[src/rtl/rv32_csr_unit.sv]
// rv32_csr_unit
//   Initiator side of the machine-mode CSR file port. Executes one Zicsr
//   instruction (CSRRW/CSRRS/CSRRC and their immediate forms) per accepted
//   start strobe: optional read of the CSR, read-modify-write, optional write,
//   and hands the old CSR value back to the integer register file. Illegal
//   accesses (bad funct3, write to a read-only CSR, insufficient privilege, or
//   an error reported by the CSR file on the write) complete with illegal=1.
//
// Ports
//   clk, rst_n            clock, asynchronous active-low reset
//   start                 request strobe, only taken while idle
//   funct3, csr_addr_i,   instruction fields, latched on start
//   rs1_idx, rs1_val,
//   rd_idx_i, priviledge
//   csr_rd, csr_wr,       CSR file strobes, address and write data
//   csr_addr, csr_wdata
//   csr_rdata             CSR file read data, valid the cycle after csr_rd
//   csr_error             CSR file error, valid the cycle after csr_wr
//   busy, done, illegal   instruction status
//   rd_we, rd_idx,        integer register file write-back of the old value
//   rd_data
//
// All outputs decode from the state register and latched data only, so no
// combinational path exists from the request inputs to any output.
module rv32_csr_unit #(
  parameter bit CHECK_PRIV = 1'b1
) (
  input  logic        clk,
  input  logic        rst_n,
  input  logic        start,
  input  logic [2:0]  funct3,
  input  logic [11:0] csr_addr_i,
  input  logic [4:0]  rs1_idx,
  input  logic [31:0] rs1_val,
  input  logic [4:0]  rd_idx_i,
  input  logic [1:0]  priviledge,
  output logic        csr_rd,
  output logic        csr_wr,
  output logic [11:0] csr_addr,
  output logic [31:0] csr_wdata,
  input  logic [31:0] csr_rdata,
  input  logic        csr_error,
  output logic        busy,
  output logic        done,
  output logic        illegal,
  output logic        rd_we,
  output logic [4:0]  rd_idx,
  output logic [31:0] rd_data
);

  typedef enum logic [2:0] {
    S_IDLE   = 3'd0,
    S_READ   = 3'd1,
    S_RDWAIT = 3'd2,
    S_WRITE  = 3'd3,
    S_WCHK   = 3'd4,
    S_DONE   = 3'd5,
    S_FAULT  = 3'd6
  } state_e;

  // funct3[1:0] selects the operation; funct3[2] only selects the operand.
  localparam logic [1:0] OP_RW = 2'b01;
  localparam logic [1:0] OP_RS = 2'b10;
  localparam logic [1:0] OP_RC = 2'b11;

  state_e      state_q, state_d;
  logic [11:0] addr_q;
  logic [1:0]  op_q;
  logic [31:0] operand_q;
  logic [4:0]  rd_idx_q;
  logic        do_read_q;
  logic        do_write_q;
  logic [31:0] old_q;
  logic [31:0] wdata_q;

  logic        is_rw_s;
  logic        do_read_s;
  logic        do_write_s;
  logic        fault_s;
  logic [31:0] operand_s;
  logic        accept_s;

  // New CSR value for a read-modify-write.
  function automatic logic [31:0] csr_new_value(input logic [1:0]  op,
                                                input logic [31:0] old,
                                                input logic [31:0] opnd);
    logic [31:0] res;
    case (op)
      OP_RW:   res = opnd;
      OP_RS:   res = old | opnd;
      OP_RC:   res = old & ~opnd;
      default: res = opnd;
    endcase
    return res;
  endfunction

  // Decode the incoming request; only consumed when it is accepted.
  always_comb begin
    is_rw_s    = (funct3[1:0] == OP_RW);
    operand_s  = funct3[2] ? {27'd0, rs1_idx} : rs1_val;
    // CSRRW with rd=x0 must not read the CSR (no read side effects).
    do_read_s  = !(is_rw_s && (rd_idx_i == 5'd0));
    // Set/clear with rs1=x0 (or zimm=0) must not write the CSR.
    do_write_s = is_rw_s || (rs1_idx != 5'd0);
    fault_s    = (funct3[1:0] == 2'b00)
              || (do_write_s && (csr_addr_i[11:10] == 2'b11))
              || ((CHECK_PRIV == 1'b1) && (csr_addr_i[9:8] > priviledge));
    accept_s   = (state_q == S_IDLE) && start;
  end

  // State register.
  always_ff @(posedge clk or negedge rst_n) begin
    if (!rst_n) begin
      state_q <= S_IDLE;
    end else begin
      state_q <= state_d;
    end
  end

  // Next-state logic.
  always_comb begin
    state_d = state_q;
    case (state_q)
      S_IDLE: begin
        if (start) begin
          if (fault_s) begin
            state_d = S_FAULT;
          end else if (do_read_s) begin
            state_d = S_READ;
          end else begin
            state_d = S_WRITE;
          end
        end else begin
          state_d = S_IDLE;
        end
      end
      S_READ:   state_d = S_RDWAIT;
      S_RDWAIT: begin
        if (do_write_q) begin
          state_d = S_WRITE;
        end else begin
          state_d = S_DONE;
        end
      end
      S_WRITE:  state_d = S_WCHK;
      S_WCHK: begin
        if (csr_error) begin
          state_d = S_FAULT;
        end else begin
          state_d = S_DONE;
        end
      end
      S_DONE:   state_d = S_IDLE;
      S_FAULT:  state_d = S_IDLE;
      default:  state_d = S_IDLE;
    endcase
  end

  // Latch the request on acceptance and capture old/new values in RDWAIT.
  always_ff @(posedge clk or negedge rst_n) begin
    if (!rst_n) begin
      addr_q     <= 12'd0;
      op_q       <= 2'd0;
      operand_q  <= 32'd0;
      rd_idx_q   <= 5'd0;
      do_read_q  <= 1'b0;
      do_write_q <= 1'b0;
      old_q      <= 32'd0;
      wdata_q    <= 32'd0;
    end else if (accept_s) begin
      addr_q     <= csr_addr_i;
      op_q       <= funct3[1:0];
      operand_q  <= operand_s;
      rd_idx_q   <= rd_idx_i;
      do_read_q  <= do_read_s;
      do_write_q <= do_write_s;
      old_q      <= 32'd0;
      // Write-only path never visits RDWAIT, so the operand is the new value.
      wdata_q    <= operand_s;
    end else if (state_q == S_RDWAIT) begin
      old_q      <= csr_rdata;
      wdata_q    <= csr_new_value(op_q, csr_rdata, operand_q);
    end else begin
      old_q      <= old_q;
      wdata_q    <= wdata_q;
    end
  end

  // Output decode from state and latched data.
  always_comb begin
    csr_rd    = 1'b0;
    csr_wr    = 1'b0;
    csr_wdata = 32'd0;
    done      = 1'b0;
    illegal   = 1'b0;
    rd_we     = 1'b0;
    rd_idx    = 5'd0;
    rd_data   = 32'd0;
    busy      = (state_q != S_IDLE);
    if (busy) begin
      csr_addr = addr_q;
    end else begin
      csr_addr = 12'd0;
    end
    case (state_q)
      S_READ:  csr_rd = 1'b1;
      S_WRITE: begin
        csr_wr    = 1'b1;
        csr_wdata = wdata_q;
      end
      S_DONE: begin
        done    = 1'b1;
        rd_we   = do_read_q && (rd_idx_q != 5'd0);
        rd_idx  = rd_idx_q;
        rd_data = old_q;
      end
      S_FAULT: begin
        done    = 1'b1;
        illegal = 1'b1;
      end
      default: begin
        csr_rd = 1'b0;
      end
    endcase
  end

endmodule

[config.mk]
export PLATFORM = sky130hd
export DESIGN_NAME = rv32_csr_unit
export DESIGN_NICKNAME = d
export VERILOG_FILES = /design/src/rtl/rv32_csr_unit.sv
export SDC_FILE = /design/constraint.sdc
export NUM_CORES = 1
export LEC_CHECK = 0
export CAP_MARGIN = 30
export CORE_MARGIN = 2
export CORE_UTILIZATION = 25
export DETAILED_ROUTE_END_ITERATION = 10
export SLEW_MARGIN = 20
export SYNTH_ARGS = -nofsm -noshare
export SYNTH_HDL_FRONTEND = slang
export SYNTH_SLANG_ARGS = --single-unit
[constraint.sdc]
create_clock -name clk -period 2.05 [get_ports clk]
set_input_delay 0.3075 -clock clk [delete_from_list [all_inputs] [get_ports clk]]
set_output_delay 0.3075 -clock clk [all_outputs]
set_load 0.02 [all_outputs]
==> results.md, run 1 <==
Final layout:
- The number of antenna diodes in the final layout is 0.
- The synthesis-to-layout area growth is 52.96%.
- The library cell used most frequently in the layout, excluding fill and tap cells, is nand2_1.
- The net count of the finished layout is 940.
- The fraction of layout cells with a size suffix above 1 is ~29%.
- The count of fill cells added during filler insertion is 2486.
- The final non-filler cell total is 1180.
- In the layout the commonest cells are 155 x nand2_1, 119 x dfrtp_1, 93 x clkdlybuf4s50_1.

STA:
- The worst pin sits at a relative slew slack of 66.03%.
- The smallest setup slack after layout is 0.01220 ns.
- The shortest period the worst path allows is 2.038 ns.
- The portion of the clock cycle consumed by the worst path in the final layout is 99.40%.
- For the pin with the worst max-slew slack, the measured transition is 0.5095 ns.
- Setup repair after global routing could not meet its margin everywhere.
- The number of max-slew violations in the final report is 0.
- The count of final hold-check violations is 0.
- The peak clock frequency supported by timing is 0.4907 GHz.
- The setup clock skew after layout is 0.01047 ns.
- Setup violations remaining at the end of the flow were counted as 0.

Routing:
- The remaining antenna violation count is 0.
- The number of remaining DRC errors is 0.
- After detailed routing, the total wire length is 20.43 mm.
- The first detailed-routing pass took 4 iterations.
- Across all layers, the routed design uses 5383 vias.
- In the final routed layout, each cell accounts on average for 17.31 um.
- For this block, the initial DRC count from the detailed router was 249.
- In the routed layout, each cell is associated on average with a via count of 4.562.

Power and ir drop:
- For this design the ratio of total power to cell area is 1325 nW/um^2.
- The maximum ir drop on the vdd rail is roughly 0.0005 V.
- The analysis attributes to cell leakage a power of roughly 4.4 nW.
- The total net switching power is 4.537 mW.
- Net switching is 36.85% of the power.
- Sequential cells burn between 30% and 40% of the power.
- Of the total power, combinational logic draws 44.4%.
- Internal power comes to roughly 8 mW.
- The part of the total power dissipated in the clock network is between 20% and 30%.

Synth:
- The dominant register cell in the synthesized netlist is dfrtp_1.
- When the netlist entered floorplanning its net count stood at 729.
- Measured against the total synthesized area, the mux share comes to 0.8239%.
- Sequential cells were found to cover 49.43% of the synthesized design area.
- The xor/xnor cell area share of the yosys netlist is 0%.
- The number of distinct standard cells referenced by the synthesized netlist is 42.
- The number of synthesized register bits is 120.
- The synthesized netlist occupies a cell area of 6075 um^2.
- The cell count after synthesis is 632.
- The number of warnings printed during yosys synthesis is 0.
- After Yosys synthesis, full adders, half adders and majority gates account for 0.4119% of the synthesized area.
- Yosys mapped a number of flops with a built-in enable equal to 0.
- The fraction of the mapped netlist area in simple logic gates is 26.20%.
- After synthesis, the largest family of logic cells by area is simple AND/OR/NAND/NOR gates.
- The post-synthesis compound-gate area fraction is 18.31%.
- The average instance area after synthesis is ~9.6 um^2.
- Of all flip-flops after synthesis, the portion carrying an async set or reset was 100.0%.

CTS:
- The clock net sink count is 120.
- The maximum level of the CTS H-tree is 4.
- Clock latency on the worst-skew pair, taken at its later pin, is between 0.4 and 0.5 ns.
- In this run the clock root is driven by a clkbuf_16.
- The CTS clock-pin slew for the worst setup and hold paths is 0.06 ns.
- The buffer depth of the longest clock path is 2.
- The number of buffers added by the clock tree synthesis step is 17.
- TritonCTS built the clock tree.

Global routing:
- The number of global-route vias before repair is approximately 5.4k.
- The overall overflow remaining after global route is 0.
- Global routing used 15.34% of the available tracks across all layers.
- The maximum number of pins on one net before global-route repair is 51.
- The first global-routing pass estimated 30.86 mm of wire.
- The number of antenna violations at the first check in global routing was 0.

Floorplan:
- The area of the core region is 24110 um^2.
- The die covers roughly 26000 um^2.
- In this run the count of I/O pins placed on the die edge is 182.
- The vertical die dimension is 159.9 um.
- The initial cell density of the core is 25.20%.
- From left edge to right edge, the die measures 159.9 um.
- The floorplan has 57 rows.

Worst setup path:
- Among all stages on the critical path, the largest delay is contributed by or4b_4.
- The arrival time at the worst endpoint is 2.33 ns.
- Traced cell by cell, the critical path runs through buf_6, or4b_4, clkbuf_16, and4b_1, a221oi_2, o21ai_1.
- The worst setup path is captured at a flop.
- The element type at the critical path start is a flop.
- The worst setup path category is flop to flop.
- For this run, the slowest stage of the critical path takes 0.65 ns.
- At the worst endpoint, the required time is 2.34 ns.
- The largest fanout on the critical path is 7.

Placed design:
- The instance count after placement with tap cells included is 1132.
- The count of input and output buffers is 181.
- The half-perimeter wire length of the detailed placement result is 13.32 mm.
- The worst setup slack after placement is -0.1197 ns.
- The global placer's final weighted congestion is ~0.76.

Outcome:
- The run finished with clean final reports.

Job:
- The number of maximum-capacitance constraint violations is 0.

Hold path:
- The path class of the tightest hold or removal check is input port to asynchronous set/reset pin.
power groups by stage:
| stage | logic, mW | clock network [mW] | registers, mW |
|---|---|---|---|
| after floorplan | 3.23 | 0 | 3.78 |
| after global placement | 5.05 | 0 | 3.96 |
| after detailed placement | 5.11 | 0 | 3.98 |
| after CTS | 5.20 | 2.93 | 3.96 |
| after global routing | 6.01 | 3.06 | 4.13 |
| final | 5.47 | 2.86 | 3.99 |
synthesized netlist by cell type (2+ instances only):
| cell type | n | area, um^2 |
|---|---|---|
| ha_1 | 2 | 25.02 |
| a221oi_1 | 4 | 35.03 |
| nand2b_1 | 2 | 12.51 |
| and2_1 | 70 | 437.9 |
| a221oi_2 | 22 | 330.3 |
| and4b_1 | 26 | 260.3 |
| buf_6 | 9 | 101.4 |
| a21oi_1 | 46 | 230.2 |
| nand2_1 | 156 | 585.6 |
| clkbuf_1 | 32 | 120.1 |
| nor3_1 | 6 | 30.03 |
| a31oi_1 | 2 | 12.51 |
| buf_2 | 9 | 45.04 |
| nor2_1 | 16 | 60.06 |
| a21o_1 | 6 | 45.04 |
| dfrtp_1 | 120 | 3003 |
| mux2i_1 | 5 | 50.05 |
| nor2b_1 | 13 | 81.33 |
| a22o_1 | 27 | 236.5 |
| inv_1 | 5 | 18.77 |
| o21ai_0 | 11 | 55.05 |
| o21ai_1 | 23 | 115.1 |
routing by layer:
metal	vias up	part of all wire [%]	global-route usage, %	routed length (um)
met4	0	0.68	2.907	138
met3	11	5.4	4.364	1093
met2	153	46	24.16	9459
met5	-	0	0	0
li1	2624	-	-	-
met1	2595	48	21.21	9736
sequential cells by signal (all words and copies together) (netlist names), 2 cells and up:
name	cells
operand_q	32
addr_q	12
old_q	32
rd_idx_q	5
wdata_q	32
state_q	3
op_q	2
path summary, 6_finish.rpt:
path,from,endpoint,slack [ns],depth (start not counted)
min reg2reg,addr_q[7]$_DFFE_PN0P_,addr_q[7]$_DFFE_PN0P_,0.47,2
max reg2reg,state_q[0]$_DFF_PN0_,wdata_q[30]$_DFFE_PN0P_,0.01,6
min in group clk,csr_addr_i[2],addr_q[2]$_DFFE_PN0P_,0.42,3
min,rst_n,old_q[23]$_DFFE_PN0P_,0.42,2
max in group asynchronous,rst_n,old_q[3]$_DFFE_PN0P_,0.98,3
max,state_q[0]$_DFF_PN0_,wdata_q[30]$_DFFE_PN0P_,0.01,6
kinds of logic (layout without fill, tap and decap cells):
kind of cell	count (synthesis)	after routing
muxes	5	5
buffers and inverters	56	280
AOI/OAI and AO/OA	147	147
adders and majority gates	2	2
DFF	120	120
and+or+nand+nor	302	302
cell type report:
| cell class | instances | area, um^2 | share of cell area [%] |
|---|---|---|---|
| Clock buffer | 24 | 491.7 | 5.292 |
| Clock inverter | 8 | 70.07 | 0.7541 |
| Inverter | 5 | 18.77 | 0.2020 |
| Multi-Input combinational cell | 456 | 2934 | 31.58 |
| Sequential cell | 120 | 3004 | 32.33 |
| Tap cell | 324 | 405.4 | 4.363 |
| Timing Repair Buffer | 243 | 2367 | 25.48 |
critical path, delay by kind of cell, from the launching register on:
| family | cells | cell delay (ns) |
|---|---|---|
| flip-flops | 1 | 0.45 |
| AO/OA/AOI/OAI | 2 | 0.26 |
| buffers and inverters | 2 | 0.37 |
| AND/OR/NAND/NOR | 2 | 0.83 |
repair_timing:
action | in CTS | in global routing
cloned | 2 | 6
setup buffers | 4 | 3
endpoints found under the setup margin | 86 | 106
pin swaps | 1 | 13
hold buffers | 1 | 0
hold endpoints to repair | 48 | 0
gates resized for setup | 287 | 159
through the flow:
stage | utilization, % | total power [mW] | hold slack, ns | TNS (ns) | cell area [um^2]
2_1_floorplan | - | 7.002 | 0.01191 | 0 | 6075
3_3_place_gp | 35.45 | 9.010 | 0.3030 | -1.749 | 8546
3_5_place_dp | 35.45 | 9.090 | 0.3010 | -2.793 | 8546
4_1_cts | 37.77 | 12.08 | 0.4071 | -0.08118 | 9104
5_1_grt | 38.54 | 13.20 | 0.4111 | -0.7029 | 9291
6_report | 38.54 | 12.31 | 0.4233 | 0 | 9291
Power figures use the tool's default switching activity.
==> run 2: changes to the inputs <==
Settings changed: CTS_BUF_LIST set to sky130_fd_sc_hd__clkbuf_2.
==> results.md, run 2 (synthesized netlist as in run 1, its figures left out) <==
Worst setup path:
- The largest fanout on the critical path was 6 (was 7).
- The cell that appears most often on the critical path is buf_6.
- The arrival time at the worst endpoint was 2.05 ns (was 2.33 ns).
- The worst setup path category is flop to primary output (was flop to flop).
- The kind of capture point of the worst setup path is a primary output (was flop).
- The largest incremental delay on the critical path is 0.47 ns (was 0.65 ns).
- The data required time at the worst endpoint is 1.74 ns (was 2.34 ns).
- The element type at the critical path start is a flop (unchanged).
- Sequence of cells on the critical path: nand2b_4, nor2_4, buf_6, clkbuf_16, and2_4, buf_6 (was buf_6, or4b_4, clkbuf_16, and4b_1, a221oi_2, o21ai_1).
- The slowest stage cell on the critical path is dfrtp_1 (was or4b_4).

Global routing:
- The first-pass GRT wire length is 30.57 mm (was 30.86 mm).
- The overall overflow remaining after global route came to 0 (unchanged).
- The total global routing track utilization was 15.20% (was 15.34%).
- The number of global-route vias before repair was 5410 (unchanged).
- The number of antenna violations at the first check in global routing is 0 (unchanged).
- The maximum number of pins on one net before global-route repair is 51 (unchanged).

CTS:
- The clock network latency to the later pin of the worst-skew pair is 0.70 ns (was 0.41 ns).
- The CTS clock-pin slew for the worst setup and hold paths is 0.20 ns (was 0.06 ns).
- The number of buffers added by the clock tree synthesis step came to 17 (unchanged).
- The maximum level of the CTS H-tree is 4 (unchanged).
- The clock tree from TritonCTS is yes (unchanged).
- The buffer depth of the longest clock path is 2 (unchanged).
- The clock net sink count came to 120 (unchanged).
- The buffer cell driving the clock tree root is clkbuf_2 (was clkbuf_16).

STA:
- The setup clock skew after layout is 0.04597 ns (was 0.01047 ns).
- The shortest period the worst path allows is 2.362 ns (was 2.038 ns).
- The number of max-slew violations in the final report came to 0 (unchanged).
- The count of final hold-check violations is 0 (unchanged).
- The portion of the clock cycle consumed by the worst path in the final layout is 115.2% (was 99.40%).
- The smallest setup slack after layout is -0.3119 ns (was 0.01220 ns).
- Unrepaired setup endpoints after global routing: yes (unchanged).
- The relative max-transition margin is 66.58% (was 66.03%).
- The final count of negative-setup-slack endpoints is 151 (was 0).
- The actual transition at the worst max-transition pin is 0.4975 ns (was 0.5095 ns).
- The final hold slack is 0.09512 ns (was 0.4233 ns).
- The peak clock frequency supported by timing is 0.4234 GHz (was 0.4907 GHz).

Floorplan:
- The I/O pin count came to 182 (unchanged).
- The initial cell density of the core is 25.20% (unchanged).
- The die width is 159.9 um (unchanged).
- The total die area is 25560 um^2 (unchanged).
- The count of standard-cell rows is 57 (unchanged).
- The area of the core region came to 24110 um^2 (unchanged).
- The vertical die dimension was 159.9 um (unchanged).

Outcome:
- The checks that failed: negative setup slack.
- Status: finished, violations left (was complete, no violations).

Power and ir drop:
- The proportion of total power due to net switching is 40.41% (was 36.85%).
- The total net switching power is 4.546 mW (was 4.537 mW).
- The share of total power in sequential cells is 35.6% (was 32.4%).
- The power density over cell area is 1181 nW/um^2 (was 1325 nW/um^2).
- The maximum ir drop on the vdd rail came to 0.0004438 V (was 0.0004988 V).
- The static power due to leakage came to 4.401 nW (was 4.357 nW).
- The part of the total power dissipated in the clock network is 12.0% (was 23.2%).
- The internal cell power came to 6.704 mW (was 7.775 mW).
- The part of the power in combinational logic is 52.4% (was 44.4%).

Final layout:
- The net count of the finished layout was 959 (was 940).
- The commonest non-fill, non-tap cell in the layout was nand2_1 (unchanged).
- The number of antenna cells inserted is 0 (unchanged).
- The synthesis-to-layout area growth came to 56.79% (was 52.96%).
- Top library cells by usage in the layout, fill and taps aside: 153 x nand2_1, 119 x dfrtp_1, 93 x clkdlybuf4s50_1 (was 155 x nand2_1, 119 x dfrtp_1, 93 x clkdlybuf4s50_1).
- The count of fill cells added during filler insertion is 2469 (was 2486).
- The fraction of layout cells with a size suffix above 1 is 34.17% (was 28.62%).
- The final standard cell area without fillers is 9524 um^2 (was 9291 um^2).
- Registers with the highest flip-flop counts: old_q: 32 flops, operand_q: 32 flops, wdata_q: 32 flops (unchanged).

Routing:
- The starting DRC count in detailed routing was 271 (was 249).
- The average routed wire per standard cell was 17.59 um (was 17.31 um).
- The number of remaining DRC errors came to 0 (unchanged).
- The via count normalized by instance count is 4.591 (was 4.562).
- The first-pass iteration count of the detailed router came to 4 (unchanged).
- The vias after detailed routing was 5505 (was 5383).
- The remaining antenna violation count is 0 (unchanged).
- The routed wire length came to 21.10 mm (was 20.43 mm).

Placed design:
- The count of input and output buffers is 181 (unchanged).
- The half-perimeter wire length of the detailed placement result is 13.32 mm (unchanged).
- The global placer's final weighted congestion is 0.7574 (unchanged).
- The area of placed instances came to 8546 um^2 (unchanged).

Hold path:
- The path type of the worst min-delay path is input port to asynchronous set/reset pin (unchanged).

Job:
- The number of maximum-capacitance constraint violations is 0 (unchanged).
## run 2: changes by cell type in the layout (fill, tap and decap cells not counted), moves of 5 or more
| cell | change |
|---|---|
| and2_1 | -27 |
| and2_4 | +27 |
| buf_2 | -25 |
| buf_4 | +6 |
| buf_6 | +48 |
| clkbuf_16 | -14 |
| clkbuf_2 | +7 |
| nor2_4 | +5 |
| o21ai_0 | -5 |
| o21ai_1 | +5 |
## run 2: layout make-up
type | count | area [um^2] | area share (%)
clock buffer | 20 | 100.1 | 1.051
inverter | 5 | 18.77 | 0.1971
clock inverter | 12 | 85.08 | 0.8933
timing repair buffer | 262 | 2843 | 29.85
multi-input combinational | 456 | 3068 | 32.21
sequential | 120 | 3004 | 31.54
tap | 324 | 405.4 | 4.256
## run 2: layer usage
metal  GRT usage [%]  part of all wire, %  vias up
met1           20.55                   46     2677
met2           24.32                   48      149
met4           3.030                 0.67        0
met3           4.442                  5.6       15
met5               0                    0        -
li1                -                    -     2664
## run 2: power by group through the flow
stage          Clock, mW  Combinational (mW)  Sequential [mW]
2_1_floorplan          0                3.23             3.78
3_3_place_gp           0                5.05             3.96
3_5_place_dp           0                5.11             3.98
4_1_cts             1.42                5.24             3.94
5_1_grt             1.53                6.43             4.14
6_report            1.35                5.90             4.00
## run 2: repair_timing
action / CTS / global route
endpoints found under the setup margin: 87 / 117
hold buffers: 1 / 0
cloned: 1 / 10
pin swaps: 1 / 45
setup buffers: 8 / 19
gates resized for setup: 388 / 221
hold endpoints to repair: 120 / 0
## run 2: worst paths after layout
check | startpoint | to | slack [ns] | depth (start not counted)
min | rst_n | old_q[23]$_DFFE_PN0P_ | 0.1 | 2
max reg2reg | state_q[0]$_DFF_PN0_ | operand_q[7]$_DFFE_PN0P_ | -0.23 | 7
max | state_q[1]$_DFF_PN0_ | rd_data[10] | -0.31 | 6
min reg2reg | addr_q[4]$_DFFE_PN0P_ | addr_q[4]$_DFFE_PN0P_ | 0.49 | 2
min in group clk | csr_addr_i[2] | addr_q[2]$_DFFE_PN0P_ | 0.12 | 3
max in group asynchronous | rst_n | old_q[4]$_DFFE_PN0P_ | 1.26 | 3
## run 2: per-stage QoR
step / setup TNS [ns] / utilization, % / power (mW) / std cells / setup WS (ns)
after floorplan: 0 / - / 7.002 / 632 / 0.2295
after global routing: -47.97 / 39.51 / 12.10 / 1199 / -0.4772
after CTS: -30.04 / 36.55 / 10.61 / 1174 / -0.4427
after detailed placement: -2.793 / 35.45 / 9.090 / 1132 / -0.1197
after global placement: -1.749 / 35.45 / 9.010 / 1132 / -0.08406
final: -28.00 / 39.51 / 11.25 / 1199 / -0.3119
## run 2: critical path, delay by kind of cell (launching register included)
family / cells / cell delay (ns)
buffers and inverters: 3 / 0.39
and+or+nand+nor: 3 / 0.52
DFF: 1 / 0.47
